==> src/rtl/carregador_instrucoes_if.sv <==
// Byte-stream and instruction-memory write signals of the program loader.
// master = host/front end side, slave = loader side.
interface carregador_instrucoes_if;
   logic       Iniciar;
   logic [7:0] DadoEntrada;
   logic       ValidoEntrada;
   logic       ProntoEntrada;
   logic [7:0] EnderecoEscrita;
   logic [7:0] DadoEscrita;
   logic       HabilitaEscrita;
   logic       Ocupado;
   logic       Concluido;
   logic       Erro;

   modport master (
      output Iniciar, DadoEntrada, ValidoEntrada,
      input  ProntoEntrada, EnderecoEscrita, DadoEscrita, HabilitaEscrita,
             Ocupado, Concluido, Erro
   );

   modport slave (
      input  Iniciar, DadoEntrada, ValidoEntrada,
      output ProntoEntrada, EnderecoEscrita, DadoEscrita, HabilitaEscrita,
             Ocupado, Concluido, Erro
   );
endinterface

==> src/rtl/carregador_instrucoes.sv <==
// Loads a framed packet (addr, len, payload, checksum) into instruction memory; one
// registered write the cycle after each payload byte; ProntoEntrada is 1 only while a packet is open.
module carregador_instrucoes (
   input  logic                   clock,
   input  logic                   reset,
   carregador_instrucoes_if.slave carga
);
   typedef enum logic [2:0] {
      OCIOSO,
      ENDERECO,
      TAMANHO,
      DADOS,
      CHECKSUM
   } estado_t;

   estado_t    estado;
   logic [7:0] soma;
   logic [7:0] ponteiro;
   logic [8:0] restante;

   logic       transferencia;
   logic [7:0] soma_prox;

   assign transferencia = carga.ValidoEntrada && carga.ProntoEntrada;
   assign soma_prox     = soma + carga.DadoEntrada;

   always_ff @(posedge clock) begin
      if (reset) begin
         estado                <= OCIOSO;
         soma                  <= 8'd0;
         ponteiro              <= 8'd0;
         restante              <= 9'd0;
         carga.ProntoEntrada   <= 1'b0;
         carga.EnderecoEscrita <= 8'd0;
         carga.DadoEscrita     <= 8'd0;
         carga.HabilitaEscrita <= 1'b0;
         carga.Ocupado         <= 1'b0;
         carga.Concluido       <= 1'b0;
         carga.Erro            <= 1'b0;
      end else begin
         carga.HabilitaEscrita <= 1'b0;
         carga.Concluido       <= 1'b0;

         case (estado)
            OCIOSO: begin
               if (carga.Iniciar) begin
                  estado              <= ENDERECO;
                  soma                <= 8'd0;
                  carga.ProntoEntrada <= 1'b1;
                  carga.Ocupado       <= 1'b1;
                  carga.Erro          <= 1'b0;
               end
            end

            ENDERECO: begin
               if (transferencia) begin
                  ponteiro <= carga.DadoEntrada;
                  soma     <= soma_prox;
                  estado   <= TAMANHO;
               end
            end

            TAMANHO: begin
               if (transferencia) begin
                  // a zero length byte encodes a full 256-byte image
                  restante <= (carga.DadoEntrada == 8'd0) ? 9'd256 : {1'b0, carga.DadoEntrada};
                  soma     <= soma_prox;
                  estado   <= DADOS;
               end
            end

            DADOS: begin
               if (transferencia) begin
                  carga.EnderecoEscrita <= ponteiro;
                  carga.DadoEscrita     <= carga.DadoEntrada;
                  carga.HabilitaEscrita <= 1'b1;
                  ponteiro              <= ponteiro + 8'd1;
                  soma                  <= soma_prox;
                  restante              <= restante - 9'd1;
                  if (restante == 9'd1) begin
                     estado <= CHECKSUM;
                  end
               end
            end

            CHECKSUM: begin
               if (transferencia) begin
                  carga.Concluido     <= 1'b1;
                  carga.Erro          <= (soma_prox != 8'd0);
                  carga.Ocupado       <= 1'b0;
                  carga.ProntoEntrada <= 1'b0;
                  soma                <= soma_prox;
                  estado              <= OCIOSO;
               end
            end

            default: begin
               estado              <= OCIOSO;
               carga.ProntoEntrada <= 1'b0;
               carga.Ocupado       <= 1'b0;
            end
         endcase
      end
   end
endmodule
==> src/flat_wrapper.sv <==
// flat-port wrapper written by rule: the top's interface ports become plain ports
module carregador_instrucoes_flat 
  (clock, reset, carga_Iniciar, carga_DadoEntrada, carga_ValidoEntrada, carga_ProntoEntrada, carga_EnderecoEscrita, carga_DadoEscrita, carga_HabilitaEscrita, carga_Ocupado, carga_Concluido, carga_Erro);
  carregador_instrucoes_if carga_i ();
  input  logic clock;
  input  logic reset;
  input wire logic [$bits(carga_i.Iniciar)-1:0] carga_Iniciar;
  input wire logic [$bits(carga_i.DadoEntrada)-1:0] carga_DadoEntrada;
  input wire logic [$bits(carga_i.ValidoEntrada)-1:0] carga_ValidoEntrada;
  output wire logic [$bits(carga_i.ProntoEntrada)-1:0] carga_ProntoEntrada;
  output wire logic [$bits(carga_i.EnderecoEscrita)-1:0] carga_EnderecoEscrita;
  output wire logic [$bits(carga_i.DadoEscrita)-1:0] carga_DadoEscrita;
  output wire logic [$bits(carga_i.HabilitaEscrita)-1:0] carga_HabilitaEscrita;
  output wire logic [$bits(carga_i.Ocupado)-1:0] carga_Ocupado;
  output wire logic [$bits(carga_i.Concluido)-1:0] carga_Concluido;
  output wire logic [$bits(carga_i.Erro)-1:0] carga_Erro;
  assign carga_i.Iniciar = carga_Iniciar;
  assign carga_i.DadoEntrada = carga_DadoEntrada;
  assign carga_i.ValidoEntrada = carga_ValidoEntrada;
  assign carga_ProntoEntrada = carga_i.ProntoEntrada;
  assign carga_EnderecoEscrita = carga_i.EnderecoEscrita;
  assign carga_DadoEscrita = carga_i.DadoEscrita;
  assign carga_HabilitaEscrita = carga_i.HabilitaEscrita;
  assign carga_Ocupado = carga_i.Ocupado;
  assign carga_Concluido = carga_i.Concluido;
  assign carga_Erro = carga_i.Erro;
  carregador_instrucoes u_core (.clock(clock), .reset(reset), .carga(carga_i));
endmodule
==> config.mk <==
export PLATFORM = sky130hd
export DESIGN_NAME = carregador_instrucoes_flat
export DESIGN_NICKNAME = d
export VERILOG_FILES = /design/src/rtl/carregador_instrucoes_if.sv /design/src/rtl/carregador_instrucoes.sv /design/src/flat_wrapper.sv
export SDC_FILE = /design/constraint.sdc
export NUM_CORES = 1
export LEC_CHECK = 0
export CORE_MARGIN = 5
export CORE_UTILIZATION = 45
export CTS_BUF_LIST = sky130_fd_sc_hd__clkbuf_2
export DETAILED_ROUTE_END_ITERATION = 8
export GPL_TIMING_DRIVEN = 0
export HOLD_SLACK_MARGIN = 0.02
export MAX_ROUTING_LAYER = met4
export PLACE_DENSITY = 0.68
export SLEW_MARGIN = 20
export SYNTH_ARGS = -nofsm -noshare
export SYNTH_HDL_FRONTEND = slang
export SYNTH_SLANG_ARGS = --single-unit
==> constraint.sdc <==
create_clock -name clock -period 2.1 [get_ports clock]
set_clock_uncertainty 0.15 [all_clocks]
set_input_delay 0.21 -clock clock [delete_from_list [all_inputs] [get_ports clock]]
set_output_delay 0.21 -clock clock [all_outputs]
set_load 0.02 [all_outputs]
==> results of run 1 <==
## flip-flops by register name, indices dropped and copies added (netlist names)
register and flops:
u_core.carga.ProntoEntrada 1, u_core.estado 3, u_core.carga.DadoEscrita 8, u_core.ponteiro 8, u_core.soma 8, u_core.restante 9
u_core.carga.Concluido 1, u_core.carga.EnderecoEscrita 8, u_core.carga.HabilitaEscrita 1, u_core.carga.Erro 1
## power by group through the flow
stage	Sequential (mW)	Combinational, mW	Clock, mW
floorplan	0.956	0.149	0
global placement	0.956	0.232	0
detailed placement	0.957	0.233	0
CTS	0.940	0.234	0.420
global route	0.945	0.265	0.455
finish	0.941	0.241	0.397
## metal layers
layer,global-route usage,vias up,part of all wire
met2,0.3002,90,0.46
met5,-,-,0
met4,0.06374,0,0.019
li1,-,1315,-
met1,0.2613,1196,0.47
met3,0.02852,17,0.053
## worst max-delay path, cell delays in order, from the launching register on
cell	delay, ns
sky130_fd_sc_hd__dfxtp_1	0.47
sky130_fd_sc_hd__buf_4	0.14
sky130_fd_sc_hd__clkdlybuf4s50_1	0.59
## path summary, 6_finish.rpt
kind / cells past startpoint / from / slack (ns) / to
worst max-delay path: 2 / u_core.carga.ProntoEntrada$_SDFFE_PP0P_ / 0.12 / carga_ProntoEntrada
worst min-delay path: 3 / carga_DadoEntrada[3] / 0.30 / u_core.carga.DadoEscrita[3]$_SDFFE_PP0P_
worst max register to register: 6 / u_core.soma[5]$_SDFFE_PP0P_ / 0.12 / u_core.carga.Erro$_SDFFE_PP0P_
worst min register to register: 2 / u_core.carga.EnderecoEscrita[3]$_SDFFE_PP0P_ / 0.32 / u_core.carga.EnderecoEscrita[3]$_SDFFE_PP0P_
## metrics by stage
step / hold slack [ns] / power [mW] / utilization
6_report: 0.3008 / 1.578 / 0.5404
5_1_grt: 0.2768 / 1.665 / 0.5404
4_1_cts: 0.2890 / 1.594 / 0.5353
3_5_place_dp: 0.2983 / 1.190 / 0.5280
3_3_place_gp: 0.2938 / 1.188 / 0.5280
2_1_floorplan: 0.2075 / 1.105 / -
## placed cells by master (no fill, tap or decap), types with 3 or more instances in the layout
cell                              netlist  routed
sky130_fd_sc_hd__and3_1                 5       4
sky130_fd_sc_hd__ha_1                  10       8
sky130_fd_sc_hd__nor2_1                28      28
sky130_fd_sc_hd__nand2_1               42      42
sky130_fd_sc_hd__nand2b_1               3       3
sky130_fd_sc_hd__o21ai_1               11      11
sky130_fd_sc_hd__clkbuf_1               9       9
sky130_fd_sc_hd__o21a_1                 3       3
sky130_fd_sc_hd__o21ai_0                6       6
sky130_fd_sc_hd__and2_1                 3       3
sky130_fd_sc_hd__a21oi_1               50      50
sky130_fd_sc_hd__clkbuf_2               0       5
sky130_fd_sc_hd__nand3b_1               3       3
sky130_fd_sc_hd__a311oi_1               4       4
sky130_fd_sc_hd__buf_2                  5       5
sky130_fd_sc_hd__inv_1                  5       5
sky130_fd_sc_hd__nor3_2                 2       4
sky130_fd_sc_hd__clkdlybuf4s50_1        0      32
sky130_fd_sc_hd__o31ai_1                4       4
sky130_fd_sc_hd__nor3_1                 9       7
sky130_fd_sc_hd__buf_6                  3       3
sky130_fd_sc_hd__dfxtp_1               48      46
sky130_fd_sc_hd__nand3_1               26      26
sky130_fd_sc_hd__a22oi_1                8       8
sky130_fd_sc_hd__nor4_1                 3       3
sky130_fd_sc_hd__or3_1                  4       4
## cell type report
cell class                 count  area [um^2]
clock inverter                 3        17.52
inverter                       6        22.52
fill                         594         2673
buffer                        19        107.6
timing repair buffer          32        320.3
clock buffer                   5        25.02
multi-input combinational    265         1593
tap                           75        93.84
sequential                    48        963.4
## cells by family after synthesis
kind of cell / share of synthesized area
simple gates: 0.2826
compound gates: 0.2383
flops: 0.3618
buf+inv: 0.04898
fa+ha+maj: 0.05464
xor+xnor: 0.009893
mux: 0.003768
==> summary by stage, run 1 <==
Global routing
The via count of the first global-routing pass is approximately 2500. The leftover overflow at the end of global routing is 0. The initial antenna violation count came to 0. Entering global routing, the biggest net connects 16 pins. The overall track demand over capacity in global routing is 0.1946. The first-pass GRT wire length is ~11 mm.

Critical path
The kind of start point of the critical path is a register. Along the worst path, the maximum fanout reaches 6. The signal arrival time at the worst endpoint is roughly 1.6 ns. The category of the worst setup path capture point is an output pin.

Data on the critical path is required at its endpoint by approximately 1.7 ns. The category of the critical setup timing path is reg -> out.

STA
For the pin with the worst max-slew slack, the measured transition is approximately 0.65 ns. The setup violation total in the final timing report is 0. The setup TNS is 0 ns. The worst-case headroom to the max-slew limit is 0.5649. The count of pins over their slew limit was 0. Setup repair after global routing left no endpoint under its margin.

The upper clock frequency limit is ~500 MHz. The final critical-path setup slack is approximately 0.12 ns. The final period utilization is 0.9441. The total count of hold-check failures in the final report is 0.

The smallest clock period supported by the final layout is computed as approximately 2.0 ns.

Floorplanning
For this configuration, the core starts out at a cell density of 0.4568. The number of I/O pins is 33. Measured along the y axis, the die boundary spans just under 90 um. The placeable core region is 5816 um^2. The die area is about 7500 um^2. The total number of placement rows is 28.

The die span in x is between 80 and 90 um.

Logic synthesis
Of the post-synthesis cell area, the dominant cell type holds 0.3618. The largest area contributor in the netlist is sky130_fd_sc_hd__dfxtp_1. The synthesized design contains 48 register bits. The average footprint of a synthesized cell is roughly 7.9 um^2. The cell area that synthesis handed to floorplanning was 2656 um^2. The commonest cells after synthesis are sky130_fd_sc_hd__a21oi_1, sky130_fd_sc_hd__dfxtp_1, sky130_fd_sc_hd__nand2_1, sky130_fd_sc_hd__nor2_1, sky130_fd_sc_hd__nand3_1. By area the synthesized netlist is led by sky130_fd_sc_hd__dfxtp_1, sky130_fd_sc_hd__a21oi_1, sky130_fd_sc_hd__nand2_1. The share of flip-flops with an asynchronous set or reset is 0. The most used flip-flop cell after synthesis is sky130_fd_sc_hd__dfxtp_1.

During synthesis, Yosys emitted a total of 0 warnings. The synthesized net count is 361. The gate count after technology mapping is roughly 340. In the post-synthesis netlist, the cell with the most instances is sky130_fd_sc_hd__a21oi_1.

For this run, the register share of the synthesized area comes to 0.3618. Synthesis instantiated 57 different standard cells from the library. The number of synthesized flops with an enable pin is 0.

Routing
The detailed router's first-iteration violation count is roughly 190. The remaining antenna violation count is 0. The routed length per placed instance is about 15 um. The total number of vias is between 2000 and 3000. The post-detailed-route DRC marker count is 0.

The number of vias per cell is between 5 and 6. The first detailed-routing pass took 5 iterations. The final wirelength is 6.885 mm.

Place
The congestion estimate from routability-driven global placement came to 0.9306. The placed instance count is ~450. The HPWL reported at the end of detailed placement is just over 5 mm. The post-placement cell area is 3070 um^2. In this run the tool buffered the top-level ports with 32 buffer cells.

Prior to clock tree synthesis, the placed netlist has a worst setup slack of -0.4549 ns.

Power
The sequential fraction of design power is 0.596. The analysis attributes to cell leakage a power of 1.074 nW. The switching power of the nets is between 0.4 and 0.5 mW. Dividing total power by cell area gives a power density of roughly 500 nW/um^2. The switching portion of total power is 0.3004. The combinational share of power is 0.152. The internal power of the cells is approximately 1.1 mW. The share of total power dissipated in the clock network is 0.252. The peak ir drop on the vdd network is 0.1960 mV.

Finish
Excluding fillers, the count of instances in the completed layout stands at between 400 and 500. The signed area change from the synthesized netlist to the final layout is 18.32%. With fillers left out, the area of the finished cells amounts to approximately 3100 um^2.

The number of nets at the end of the flow is 400. The fraction of layout cells with a size suffix above 1 is 0.1005. The repair_antennas step left the layout with diodes totalling 0.

Clocking
The cell sitting at the root of the clock tree is a sky130_fd_sc_hd__clkbuf_2. The number of clock buffers added by TritonCTS is 5. The clock network latency to the later pin of the worst-skew pair is around 0.44 ns. The number of gates resized after CTS was 0. The maximum level of the CTS H-tree is 2. The longest clock path from root to sink contains 2 buffers. The clock tree from TritonCTS is yes. The number of clock sinks is 48.

The count of hold-fix buffers inserted at cts is 0. The number of setup buffers added after CTS is 0. The clock transition at the registers of the reported paths is about 0.26 ns.

Hold path
The tightest min-delay check is of the in -> reg type.

Status
The run finished with clean final reports.

Job
The max-capacitance violation count is 0.
No activity file was read; power rests on OpenSTA's default activity.
==> inputs of run 2 (changes only) <==
Settings changed: CORE_MARGIN 5 to 1, CTS_CLUSTER_DIAMETER from default to 40, CTS_CLUSTER_SIZE from default to 30.
==> summary by stage, run 2 (synthesis results as in run 1) <==
Clocking
CTS built an H-tree with a depth of 2. The clock tree buffer depth is 2. The clock tree root driver cell is sky130_fd_sc_hd__clkbuf_2. The number of clock sinks is between 40 and 50. The count of hold-fix buffers inserted at cts is 0. Counting the buffers created by CTS gives 5. The clock transition at the registers of the reported paths is ~0.24 ns. The clock tree from TritonCTS is yes. The later pin in the worst-skew pair is clocked with a latency of about 0.43 ns.

Power
The power density relative to cell area is around 500 nW/um^2. For this design the static power due to leakage is roughly 1.1 nW. The peak ir drop on the vdd network is 0.2321 mV.

Critical path
At the worst endpoint, the required time is ~1.7 ns. The count of cells along the worst register-to-register path is 7. For the worst setup path, the data arrival time is between 1.5 and 2 ns. For flop-to-flop paths, the worst setup slack is roughly 0.12 ns. Along the worst path, the maximum fanout reaches 6.

The worst flop-to-flop path startpoint is u_core.soma[0]$_SDFFE_PP0P_. The worst setup path is launched from a register. The category of the worst setup path capture point is an output pin. In this run the critical register-to-register path is captured at u_core.carga.Erro$_SDFFE_PP0P_.

The critical path is of the reg -> out type.

Global routing
The met2 global-route usage is 0.3974. The overall track demand over capacity in global routing is 0.2414. The global routing's busiest layer is met2. The first-pass GRT wire length is approximately 11 mm. For met1 alone, demand over resource in global routing was 0.3103.

Entering global routing, the biggest net connects 15 pins. The met3 layer usage reported by global route is 0.03563. The initial antenna violation count is 0.

For this run the aggregate overflow at the end of global routing stands at 0. The via count of the first global-routing pass came to between 2000 and 2500.

STA
The final period demand of the worst path is 1.990 ns. The worst hold margin is 0.3199 ns. Setup repair after global routing left no endpoint under its margin. The total count of hold-check failures in the final report is 0. Of the available clock period, the critical path in the final layout requires 0.9476. Headroom to the max-slew limit came out at 0.5558. The upper clock frequency limit is just over 500 MHz. The setup violation total in the final timing report is 0. The count of pins over their slew limit is 0. Setup total negative slack on the finished layout was measured at 0 ns. The slew at the pin closest to its max-slew limit is about 0.67 ns.

Place
Routability-driven placement finished with a final weighted congestion of 0.9218. The count of buffers added on input and output ports is 32. Detailed placement ended at an HPWL of about 5.1 mm. The post-placement cell area is approximately 3100 um^2.

Hold path
The path with the worst hold slack has its endpoint at u_core.carga.EnderecoEscrita[3]$_SDFFE_PP0P_. The hold-critical path depth is 2. The launch instance of the worst min-delay path is u_core.carga.EnderecoEscrita[3]$_SDFFE_PP0P_. The worst hold path belongs to the class reg -> reg.

Floorplanning
The placeable core region is 5608 um^2. In this run the core area contains 27 standard-cell rows. In this run the vertical extent of the chip is between 70 and 80 um.

The initial utilization of the core area, before any placement, comes to 0.4737. The die span in x is a little under 80 um. The die covers approximately 6200 um^2. During I/O placement, the number of pins put on the boundary was 33.

Routing
In the routed design, unresolved DRC markers number 0. The final wirelength is 6.981 mm. Summing over every cut layer, the via total after detailed routing is ~2600. The number of vias per cell is 5.706. The number of detailed-route iterations in the first pass is 4. The detailed router's first-iteration violation count is between 200 and 250.

In the final routed layout, each cell accounts on average for ~15 um. The remaining antenna violation count is 0.

Job
The max-capacitance violation count is 0.

Status
The run finished with clean final reports.

Finish
After routing the design area is 3144 um^2. Ranked by flip-flop count, first place goes to u_core.restante. The repair_antennas step left the layout with diodes totalling 0. The flip-flop count of the largest register, all copies and words added is 9.

The number of nets at the end of the flow is between 400 and 500. The signed area change from the synthesized netlist to the final layout is 18.37%. In the final layout, the share of cells above drive strength 1 is 0.09449. The top cell types in the final layout, fill and taps aside, are sky130_fd_sc_hd__a21oi_1, sky130_fd_sc_hd__dfxtp_1, sky130_fd_sc_hd__nand2_1. Leaving out fill and tap cells, the most frequent cell in the layout is sky130_fd_sc_hd__a21oi_1.
-- run 2: changes by cell type in the layout (fill, tap and decap cells not counted), sizes merged --
cell,previous run,this run
clkinv,2,1
clkbuf,14,15
buf,10,13
inv,7,6
clkinvlp,0,1
-- run 2: cell type report --
class	count	area, um^2
clock buffer	6	30.03
tap	72	90.09
fill	562	2464
clock inverter	2	11.26
buffer	19	107.6
sequential	48	962.2
inverter	6	22.52
timing repair buffer	35	342.8
multi-input combinational	265	1578
-- run 2: worst max path at each step --
stage | to | cells after the start | start
after detailed placement | u_core.carga.Erro$_SDFFE_PP0P_ | 8 | carga_DadoEntrada[0]
after global placement | u_core.carga.Erro$_SDFFE_PP0P_ | 8 | carga_DadoEntrada[0]
final | carga_ProntoEntrada | 2 | u_core.carga.ProntoEntrada$_SDFFE_PP0P_
after CTS | u_core.restante[8]$_SDFFE_PP0P_ | 7 | u_core.restante[0]$_SDFFE_PP0P_
after global routing | carga_ProntoEntrada | 2 | u_core.carga.ProntoEntrada$_SDFFE_PP0P_
after floorplan | u_core.carga.Erro$_SDFFE_PP0P_ | 7 | u_core.soma[0]$_SDFFE_PP0P_
-- run 2: layer usage --
metal | up-vias | wire length [um]
li1 | 1317 | -
met1 | 1192 | 3203
met2 | 69 | 3311
met3 | 7 | 372
met4 | 0 | 94
met5 | - | 0
-- run 2: where the power goes --
part / internal, mW / switching, mW
Clock: 0.0829 / 0.311
Sequential: 0.927 / 0.0132
Combinational: 0.0958 / 0.145
Total: 1.11 / 0.469
-- run 2: timing repair --
| item | in CTS | in global routing |
|---|---|---|
| setup buffers | 0 | 3 |
| resized for setup | 0 | 4 |
| hold endpoints to repair | 0 | 0 |
| setup endpoints to repair | 0 | 13 |
-- run 2: worst max-delay path: stages, from the launching register on --
cell                              delay (ns)
sky130_fd_sc_hd__dfxtp_1                0.48
sky130_fd_sc_hd__buf_4                  0.14
sky130_fd_sc_hd__clkdlybuf4s50_1        0.59
-- run 2: metrics by stage --
step           worst slack (ns)  power, mW  instances    util
3_3_place_gp            -0.4577      1.188        442  0.5469
6_report                 0.1100      1.575        453  0.5607
3_5_place_dp            -0.4612      1.191        442  0.5469
5_1_grt                 0.01055      1.651        453  0.5607
2_1_floorplan            0.2294      1.105        338       -
4_1_cts                 0.02089      1.577        450  0.5542
